==> config.mk <==
export PLATFORM = sky130hd
export DESIGN_NAME = rvh_l1d_plru_arb
export DESIGN_NICKNAME = d
export VERILOG_FILES = /design/src/rtl/rvh_l1d_pkg.sv /design/src/rtl/rvh_l1d_plru_hit_q.sv /design/src/rtl/rvh_l1d_plru_arb.sv
export SDC_FILE = /design/constraint.sdc
export NUM_CORES = 1
export LEC_CHECK = 0
export CAP_MARGIN = 20
export CORE_UTILIZATION = 56
export DETAILED_ROUTE_END_ITERATION = 10
export GPL_ROUTABILITY_DRIVEN = 0
export PLACE_DENSITY = 0.89
export SLEW_MARGIN = 20
export SYNTH_ARGS = -nofsm -noshare
export SYNTH_HDL_FRONTEND = slang
export SYNTH_SLANG_ARGS = --single-unit
==> constraint.sdc <==
create_clock -name clk -period 9.75 [get_ports clk]
set_input_delay 0.975 -clock clk [delete_from_list [all_inputs] [get_ports clk]]
set_output_delay 0.975 -clock clk [all_outputs]
set_load 0.05 [all_outputs]
==> src/rtl/rvh_l1d_pkg.sv <==
// Shared L1D definitions: index widths and the PLRU hit-update payload.
package rvh_l1d_pkg;

    localparam int unsigned L1D_ENTRY_NUM = 32;
    localparam int unsigned L1D_WAY_NUM   = 4;
    localparam int unsigned SET_W         = $clog2(L1D_ENTRY_NUM);
    localparam int unsigned WAY_W         = $clog2(L1D_WAY_NUM);

    typedef struct packed {
        logic [SET_W-1:0] set;
        logic [WAY_W-1:0] way;
    } plru_hit_req_t;

endpackage

==> src/rtl/rvh_l1d_plru_hit_q.sv <==
// Multi-enqueue, single-dequeue circular FIFO of PLRU hit updates.
module rvh_l1d_plru_hit_q
    import rvh_l1d_pkg::*;
#(
    parameter int unsigned PORT_NUM = 2,
    parameter int unsigned DEPTH    = 4,
    localparam int unsigned PTR_W   = $clog2(DEPTH),
    localparam int unsigned CNT_W   = $clog2(DEPTH) + 1
) (
    input  logic                         clk,
    input  logic                         rstn,
    input  logic                         flush_i,
    input  logic [PORT_NUM-1:0]          enq_vld_i,
    input  plru_hit_req_t [PORT_NUM-1:0] enq_req_i,
    input  logic                         deq_i,
    output plru_hit_req_t                head_c,
    output logic [CNT_W-1:0]             cnt_o,
    output logic [CNT_W-1:0]             free_c,
    output logic [PORT_NUM-1:0]          acc_mask_c
);

    plru_hit_req_t      mem_q [DEPTH];
    plru_hit_req_t      mem_d [DEPTH];
    logic [PTR_W-1:0]   rd_ptr_q, rd_ptr_d;
    logic [PTR_W-1:0]   wr_ptr_q, wr_ptr_d;
    logic [CNT_W-1:0]   cnt_q, cnt_d;
    logic [CNT_W-1:0]   n_acc;

    // Slots available this cycle; lower port indices claim them first.
    always_comb begin
        free_c     = CNT_W'(DEPTH) - cnt_q + CNT_W'(deq_i);
        acc_mask_c = '0;
        n_acc      = '0;
        for (int i = 0; i < PORT_NUM; i++) begin
            if (enq_vld_i[i] && (n_acc < free_c)) begin
                acc_mask_c[i] = 1'b1;
                n_acc         = n_acc + CNT_W'(1);
            end
        end
    end

    // Next pointers, count and storage; flush empties the queue at the edge.
    always_comb begin
        mem_d    = mem_q;
        wr_ptr_d = wr_ptr_q;
        rd_ptr_d = rd_ptr_q;
        cnt_d    = cnt_q + n_acc - CNT_W'(deq_i);
        for (int i = 0; i < PORT_NUM; i++) begin
            if (acc_mask_c[i]) begin
                mem_d[wr_ptr_d] = enq_req_i[i];
                wr_ptr_d        = wr_ptr_d + PTR_W'(1);
            end
        end
        if (deq_i) begin
            rd_ptr_d = rd_ptr_q + PTR_W'(1);
        end
        if (flush_i) begin
            mem_d    = mem_q;
            wr_ptr_d = '0;
            rd_ptr_d = '0;
            cnt_d    = '0;
        end
    end

    // Queue state registers.
    always_ff @(posedge clk or negedge rstn) begin
        if (!rstn) begin
            mem_q    <= '{default: '0};
            rd_ptr_q <= '0;
            wr_ptr_q <= '0;
            cnt_q    <= '0;
        end else begin
            mem_q    <= mem_d;
            rd_ptr_q <= rd_ptr_d;
            wr_ptr_q <= wr_ptr_d;
            cnt_q    <= cnt_d;
        end
    end

    assign head_c = mem_q[rd_ptr_q];
    assign cnt_o  = cnt_q;

endmodule

==> src/rtl/rvh_l1d_plru_arb.sv <==
// Serialises PLRU hit updates and refill victim reads onto a shared PLRU.
module rvh_l1d_plru_arb
    import rvh_l1d_pkg::*;
#(
    parameter int unsigned ENTRY_NUM    = L1D_ENTRY_NUM,
    parameter int unsigned WAY_NUM      = L1D_WAY_NUM,
    parameter int unsigned HIT_PORT_NUM = 2,
    parameter int unsigned HIT_Q_DEPTH  = 4,
    localparam int unsigned SET_IDX_W   = $clog2(ENTRY_NUM),
    localparam int unsigned WAY_IDX_W   = $clog2(WAY_NUM)
) (
    input  logic                              clk,
    input  logic                              rstn,
    input  logic [HIT_PORT_NUM-1:0]           hit_vld_i,
    input  logic [HIT_PORT_NUM*SET_IDX_W-1:0] hit_set_i,
    input  logic [HIT_PORT_NUM*WAY_IDX_W-1:0] hit_way_i,
    input  logic                              flush_i,
    input  logic                              refill_req_vld_i,
    input  logic [SET_IDX_W-1:0]              refill_req_set_i,
    output logic                              refill_req_rdy_o,
    output logic                              refill_resp_vld_o,
    output logic [SET_IDX_W-1:0]              refill_resp_set_o,
    output logic [WAY_IDX_W-1:0]              refill_resp_way_o,
    output logic                              plru_upd_en_hit_o,
    output logic [SET_IDX_W-1:0]              plru_upd_set_idx_hit_o,
    output logic [WAY_IDX_W-1:0]              plru_upd_way_idx_hit_o,
    output logic                              plru_rd_en_refill_o,
    output logic [SET_IDX_W-1:0]              plru_rd_idx_refill_o,
    input  logic [WAY_IDX_W-1:0]              plru_rd_dat_refill_i,
    output logic [7:0]                        hit_drop_cnt_o
);

    localparam int unsigned CNT_W = $clog2(HIT_Q_DEPTH) + 1;

    plru_hit_req_t [HIT_PORT_NUM-1:0] hit_req;
    plru_hit_req_t                    q_head;
    logic [CNT_W-1:0]                 q_cnt;
    logic [CNT_W-1:0]                 q_free;
    logic [HIT_PORT_NUM-1:0]          q_acc;
    logic                             q_full;
    logic                             refill_fire;
    logic                             drain;

    logic                 resp_vld_q, resp_vld_d;
    logic [SET_IDX_W-1:0] resp_set_q, resp_set_d;
    logic [WAY_IDX_W-1:0] resp_way_q, resp_way_d;
    logic [7:0]           drop_cnt_q, drop_cnt_d;
    logic [7:0]           n_drop;
    logic [8:0]           drop_sum;

    // Unpack the per-port hit buses into queue entries.
    always_comb begin
        hit_req = '0;
        for (int i = 0; i < HIT_PORT_NUM; i++) begin
            hit_req[i].set = SET_W'(hit_set_i[i*SET_IDX_W +: SET_IDX_W]);
            hit_req[i].way = WAY_W'(hit_way_i[i*WAY_IDX_W +: WAY_IDX_W]);
        end
    end

    rvh_l1d_plru_hit_q #(
        .PORT_NUM (HIT_PORT_NUM),
        .DEPTH    (HIT_Q_DEPTH)
    ) u_hit_q (
        .clk        (clk),
        .rstn       (rstn),
        .flush_i    (flush_i),
        .enq_vld_i  (hit_vld_i),
        .enq_req_i  (hit_req),
        .deq_i      (drain),
        .head_c     (q_head),
        .cnt_o      (q_cnt),
        .free_c     (q_free),
        .acc_mask_c (q_acc)
    );

    // Refill wins unless the queue is full; a full queue always drains.
    always_comb begin
        q_full      = (q_cnt == CNT_W'(HIT_Q_DEPTH));
        refill_fire = refill_req_vld_i & ~q_full & rstn;
        drain       = (q_cnt != '0) & ~refill_fire;
    end

    // PLRU-facing port drive; idle ports present zero indices.
    always_comb begin
        refill_req_rdy_o       = ~q_full & rstn;
        plru_rd_en_refill_o    = refill_fire;
        plru_rd_idx_refill_o   = refill_fire ? refill_req_set_i : '0;
        plru_upd_en_hit_o      = drain;
        plru_upd_set_idx_hit_o = drain ? SET_IDX_W'(q_head.set) : '0;
        plru_upd_way_idx_hit_o = drain ? WAY_IDX_W'(q_head.way) : '0;
    end

    // Response capture and saturating drop count; flushed enqueues are not drops.
    always_comb begin
        resp_vld_d = refill_fire;
        resp_set_d = refill_fire ? refill_req_set_i     : resp_set_q;
        resp_way_d = refill_fire ? plru_rd_dat_refill_i : resp_way_q;
        n_drop     = '0;
        for (int i = 0; i < HIT_PORT_NUM; i++) begin
            if (hit_vld_i[i] && !q_acc[i] && !flush_i) begin
                n_drop = n_drop + 8'd1;
            end
        end
        drop_sum   = 9'(drop_cnt_q) + 9'(n_drop);
        drop_cnt_d = drop_sum[8] ? 8'hFF : drop_sum[7:0];
    end

    // Response and drop counter registers.
    always_ff @(posedge clk or negedge rstn) begin
        if (!rstn) begin
            resp_vld_q <= 1'b0;
            resp_set_q <= '0;
            resp_way_q <= '0;
            drop_cnt_q <= '0;
        end else begin
            resp_vld_q <= resp_vld_d;
            resp_set_q <= resp_set_d;
            resp_way_q <= resp_way_d;
            drop_cnt_q <= drop_cnt_d;
        end
    end

    assign refill_resp_vld_o = resp_vld_q;
    assign refill_resp_set_o = resp_set_q;
    assign refill_resp_way_o = resp_way_q;
    assign hit_drop_cnt_o    = drop_cnt_q;

    // q_free is consumed inside the queue; observed here only for completeness.
    logic unused_free;
    assign unused_free = ^q_free;

endmodule

==> impl_metrics.py <==
metrics = {
    "run_status": {
        "result_of_the_run": "finished, final reports clean",
    },
    "yosys": {
        "synthFlopType": "sky130_fd_sc_hd__dfrtp_1",
        "yosysTopAreaCell": "sky130_fd_sc_hd__dfrtp_1",
        "synth_warnings": 0,
        "synth_async_sr_flop_share_pct": 100,
        "number_of_enable_flip_flop_cells_after_synthesis": 0,
        "syn-num-nets": 313,
        "synth_area_leaders": "sky130_fd_sc_hd__dfrtp_1 (43%), sky130_fd_sc_hd__a222oi_1 (9.6%), sky130_fd_sc_hd__inv_1 (7.9%)",
        "synth.lib_cells_used.distinct": 39,
        "synth_top_cell_area_share_pct": 43.5,
        "synthesis.instances": 267,
        "avgSynthCellArea_um2": 11.0,
        "ys_ff_latch": 51,
        "synth_area_um2": 2930,
        "register_area_share_after_synthesis_pct": 43.5,
    },
    "pwr": {
        "finalPower_mw": 1.20,
        "power.static_leakage_nw": 1.73,
        "worst_ir_drop_vdd_mv": 0.177,
        "power-per-cell-area_nw_per_um2": 331,
    },
    "clock_network": {
        "cts_resized": 0,
        "clk_latency_ns": 0.30,
        "cts_tree": "yes",
        "cts_sinks": 51,
        "htreeDepth": 2,
        "cts_made_buffers": 5,
        "clock_path_buffers": 2,
        "hold_buffers": 0,
        "clk_pin_slew_worst_paths_ns": 0.09,
        "cts_setup_buffers": 0,
        "cell_at_the_root_of_the_clock_tree": "sky130_fd_sc_hd__clkbuf_8",
    },
    "final_layout": {
        "layout.cell_area.non_filler_um2": 3630,
        "area.growth.synth_to_final_pct": 23.8,
        "post_route_cells_drive_above_1_share_pct": 12.0,
        "antenna_cell_count": 0,
        "nNetsFinal": 371,
        "stdcell_count": 393,
    },
    "drt": {
        "finalWirelength_um": 6800,
        "drt_pass1_iterations": 7,
        "vias": 2342,
        "via_count_normalized_by_instance_count": 5.96,
        "route.antenna.remaining_nets": 0,
        "detail_route.drc_violations": 0,
        "initialDrtViolationCount": 393,
        "routed_wire_length_per_instance_um": 17.3,
    },
    "worst_setup_path": {
        "critical-path-max-stage-delay_ns": 0.51,
        "worst_path_dominant_cell_family": "compound AO/OA/AOI/OAI gates",
        "critical-path-slowest-cell": "sky130_fd_sc_hd__buf_4",
        "timing.critical_path.buf_inv": 3,
        "r2r.worst_path.cells": 13,
        "r2r-end": "u_hit_q.mem_q[26]",
        "peak_fanout_along_the_critical_path": 53,
        "critical-path-top-cell-by-count": "sky130_fd_sc_hd__ha_1",
        "path_cells": "buf_2 > buf_4 > nand2_1 > mux2i_1 > ha_1 > inv_1 > ha_1 > nand2b_1 > o21ai_1 > mux2i_1 > ha_1 > nand3b_1 > a21oi_2 > a21oi_2 > a222oi_1",
        "r2r-start": "u_hit_q.cnt_o[1]",
        "critPathLaunchType": "input port",
        "worst_ep_arrival_time_ns": 4.83,
        "rrSetupSlack_ns": 5.85,
        "worst_path_required_time_ns": 9.93,
        "criticalPathCategory": "input port to flop",
        "cp-end-kind": "flop",
    },
    "place": {
        "hpwlAfterDp_um": 4810,
        "place.port_buffers": 57,
        "postPlaceCellArea_um2": 3540,
        "place_inst": 384,
    },
    "floorplan": {
        "row_count": 25,
        "area_of_the_core_um2": 4880,
        "io_pins": 58,
        "fp.dieH_um": 74.4,
        "floorplan.initialDensity_pct": 60.1,
        "dieArea_um2": 5530,
        "dieWidth_um": 74.4,
    },
    "timing": {
        "rsz0062_at_grt": "no",
        "finalClockSkew_ns": 0.00567,
        "worst-slew-pin-transition_ns": 0.973,
        "final_max_slew_viol_count": 0,
        "hold_slack_ns": 0.512,
        "finish_stage_setup_viols": 0,
        "final_min_period_over_clock_period_pct": 47.6,
        "slew_headroom_pct": 35.1,
        "finalCriticalPeriod_ns": 4.64,
        "hold_viol_final": 0,
        "fmaxAchievable_mhz": 215,
        "setup_total_negative_slack_ns": 0,
    },
    "worst_hold_path": {
        "worst_hold_startpoint": "refill_resp_set_o[4]",
        "worst_hold_path_class": "flop to flop",
        "holdPathStages": 1,
        "worstHoldEndpoint": "refill_resp_set_o[4]",
    },
    "global_route": {
        "grt_antenna_before_repair": 0,
        "pin_count_of_the_biggest_net_entering_global_routing": 54,
        "grt_overflow": 0,
        "grt_pass1_vias": 2278,
        "grt_pass1_wl_um": 11000,
        "grt.total_usage_pct": 26.8,
    },
    "run": {
        "max_cap_viol_count": 0,
    },
}
-- worst reg2reg max path: stages, from the launching register on --
cell                       delay [ns]
sky130_fd_sc_hd__dfrtp_1         0.40
sky130_fd_sc_hd__nor2_1          0.23
sky130_fd_sc_hd__mux2i_1         0.36
sky130_fd_sc_hd__ha_1            0.20
sky130_fd_sc_hd__inv_1           0.04
sky130_fd_sc_hd__ha_1            0.27
sky130_fd_sc_hd__nand2b_1        0.20
sky130_fd_sc_hd__o21ai_1         0.35
sky130_fd_sc_hd__mux2i_1         0.42
sky130_fd_sc_hd__ha_1            0.25
sky130_fd_sc_hd__nand3b_1        0.11
sky130_fd_sc_hd__a21oi_2         0.36
sky130_fd_sc_hd__a21oi_2         0.16
sky130_fd_sc_hd__a222oi_1        0.43
-- cell usage after synthesis (2+ instances only) --
library cell                n
sky130_fd_sc_hd__nand2b_1   4
sky130_fd_sc_hd__a21oi_2    8
sky130_fd_sc_hd__nor2_1     8
sky130_fd_sc_hd__fa_1       2
sky130_fd_sc_hd__ha_1      17
sky130_fd_sc_hd__nand2_1    8
sky130_fd_sc_hd__inv_1     62
sky130_fd_sc_hd__xnor2_1    5
sky130_fd_sc_hd__and2_1     5
sky130_fd_sc_hd__and3_1     3
sky130_fd_sc_hd__a222oi_1  28
sky130_fd_sc_hd__clkbuf_1   4
sky130_fd_sc_hd__nand3b_1   5
sky130_fd_sc_hd__dfrtp_1   51
sky130_fd_sc_hd__mux4_2     7
sky130_fd_sc_hd__a21oi_1    3
sky130_fd_sc_hd__o211a_4    2
sky130_fd_sc_hd__mux2_2     9
sky130_fd_sc_hd__buf_6      2
sky130_fd_sc_hd__nor3_1     2
sky130_fd_sc_hd__xor2_1     2
sky130_fd_sc_hd__nand3_1    2
sky130_fd_sc_hd__mux2i_1    3
sky130_fd_sc_hd__nor2b_1    9
sky130_fd_sc_hd__o211a_1    2
-- cell type report --
cell class	instances	area [um^2]
clock buffers	6	72.6
clock inverters	2	12.5
fillers	340	1250
inverters	62	233
multi-input cells	146	1380
flip-flops and latches	51	1280
well taps	67	83.8
repair buffers	59	581
-- kinds of logic (layout without fill, tap and decap cells) --
| family | count (synthesis) | in the layout | share of synthesized area, % |
|---|---|---|---|
| AND/OR/NAND/NOR | 48 | 48 | 9.04 |
| AO/OA/AOI/OAI | 52 | 52 | 16.7 |
| XOR/XNOR | 8 | 8 | 2.64 |
| multiplexers | 19 | 19 | 9.85 |
| flip-flops | 51 | 51 | 43.5 |
| adder cells (fa/ha/maj) | 19 | 19 | 8.61 |
| buffers and inverters | 70 | 129 | 9.64 |
-- layer usage --
layer | vias up | wire (um) | track usage [%] | part of all wire [%]
li1 | 1059 | - | - | -
met1 | 1139 | 2740 | 36.0 | 40
met2 | 122 | 3390 | 42.6 | 50
met3 | 22 | 511 | 5.15 | 7.5
met4 | 0 | 165 | 11.5 | 2.4
met5 | - | 0 | 0 | 0
-- cell usage in the layout (no fill, tap or decap), types with 2 or more instances in the layout --
master | netlist | routed
sky130_fd_sc_hd__nor2b_1 | 9 | 9
sky130_fd_sc_hd__xor2_1 | 2 | 2
sky130_fd_sc_hd__mux2i_1 | 3 | 3
sky130_fd_sc_hd__nor2_1 | 8 | 8
sky130_fd_sc_hd__o211a_1 | 2 | 2
sky130_fd_sc_hd__a21oi_2 | 8 | 8
sky130_fd_sc_hd__ha_1 | 17 | 17
sky130_fd_sc_hd__mux4_2 | 7 | 7
sky130_fd_sc_hd__inv_1 | 62 | 62
sky130_fd_sc_hd__dfrtp_1 | 51 | 51
sky130_fd_sc_hd__xnor2_1 | 5 | 5
sky130_fd_sc_hd__clkdlybuf4s50_1 | 0 | 56
sky130_fd_sc_hd__buf_4 | 1 | 2
sky130_fd_sc_hd__a222oi_1 | 28 | 28
sky130_fd_sc_hd__nand3b_1 | 5 | 5
sky130_fd_sc_hd__a21oi_1 | 3 | 3
sky130_fd_sc_hd__nand3_1 | 2 | 2
sky130_fd_sc_hd__nand2b_1 | 4 | 4
sky130_fd_sc_hd__and3_1 | 3 | 3
sky130_fd_sc_hd__clkbuf_8 | 0 | 5
sky130_fd_sc_hd__and2_1 | 5 | 5
sky130_fd_sc_hd__fa_1 | 2 | 2
sky130_fd_sc_hd__nor3_1 | 2 | 2
sky130_fd_sc_hd__nand2_1 | 8 | 8
sky130_fd_sc_hd__mux2_2 | 9 | 9
sky130_fd_sc_hd__o211a_4 | 2 | 2
-- stage by stage --
stage,setup slack (ns),util (%)
6_report,5.11,74.5
4_1_cts,4.50,74.3
2_1_floorplan,5.83,-
5_1_grt,4.74,74.5
3_3_place_gp,4.42,72.6
3_5_place_dp,4.32,72.6
-- worst max-delay path by stage --
| stage | startpoint | end | slack, ns | depth (start not counted) |
|---|---|---|---|---|
| 3_5_place_dp | rstn | u_hit_q.mem_q[26] | 4.32 | 15 |
| 5_1_grt | rstn | u_hit_q.mem_q[20] | 4.74 | 15 |
| 2_1_floorplan | rstn | hit_drop_cnt_o[3] | 5.83 | 14 |
| 6_report | rstn | u_hit_q.mem_q[26] | 5.11 | 15 |
| 3_3_place_gp | rstn | hit_drop_cnt_o[3] | 4.42 | 15 |
| 4_1_cts | rstn | u_hit_q.mem_q[26] | 4.50 | 15 |
-- state kept, by name, indices dropped and copies added, names as in the netlist --
signal and count:
hit_drop_cnt_o 8, refill_resp_set_o 5, refill_resp_vld_o 1, refill_resp_way_o 2, u_hit_q.cnt_o 3, u_hit_q.mem_q 28, u_hit_q.rd_ptr_q 2, u_hit_q.wr_ptr_q 2
-- where the power goes --
part / internal [mW] / switching (mW)
clock network: 0.0503 / 0.0687
logic: 0.299 / 0.421
registers: 0.294 / 0.0677
Note: power is estimated with default switching activity, not from simulation.
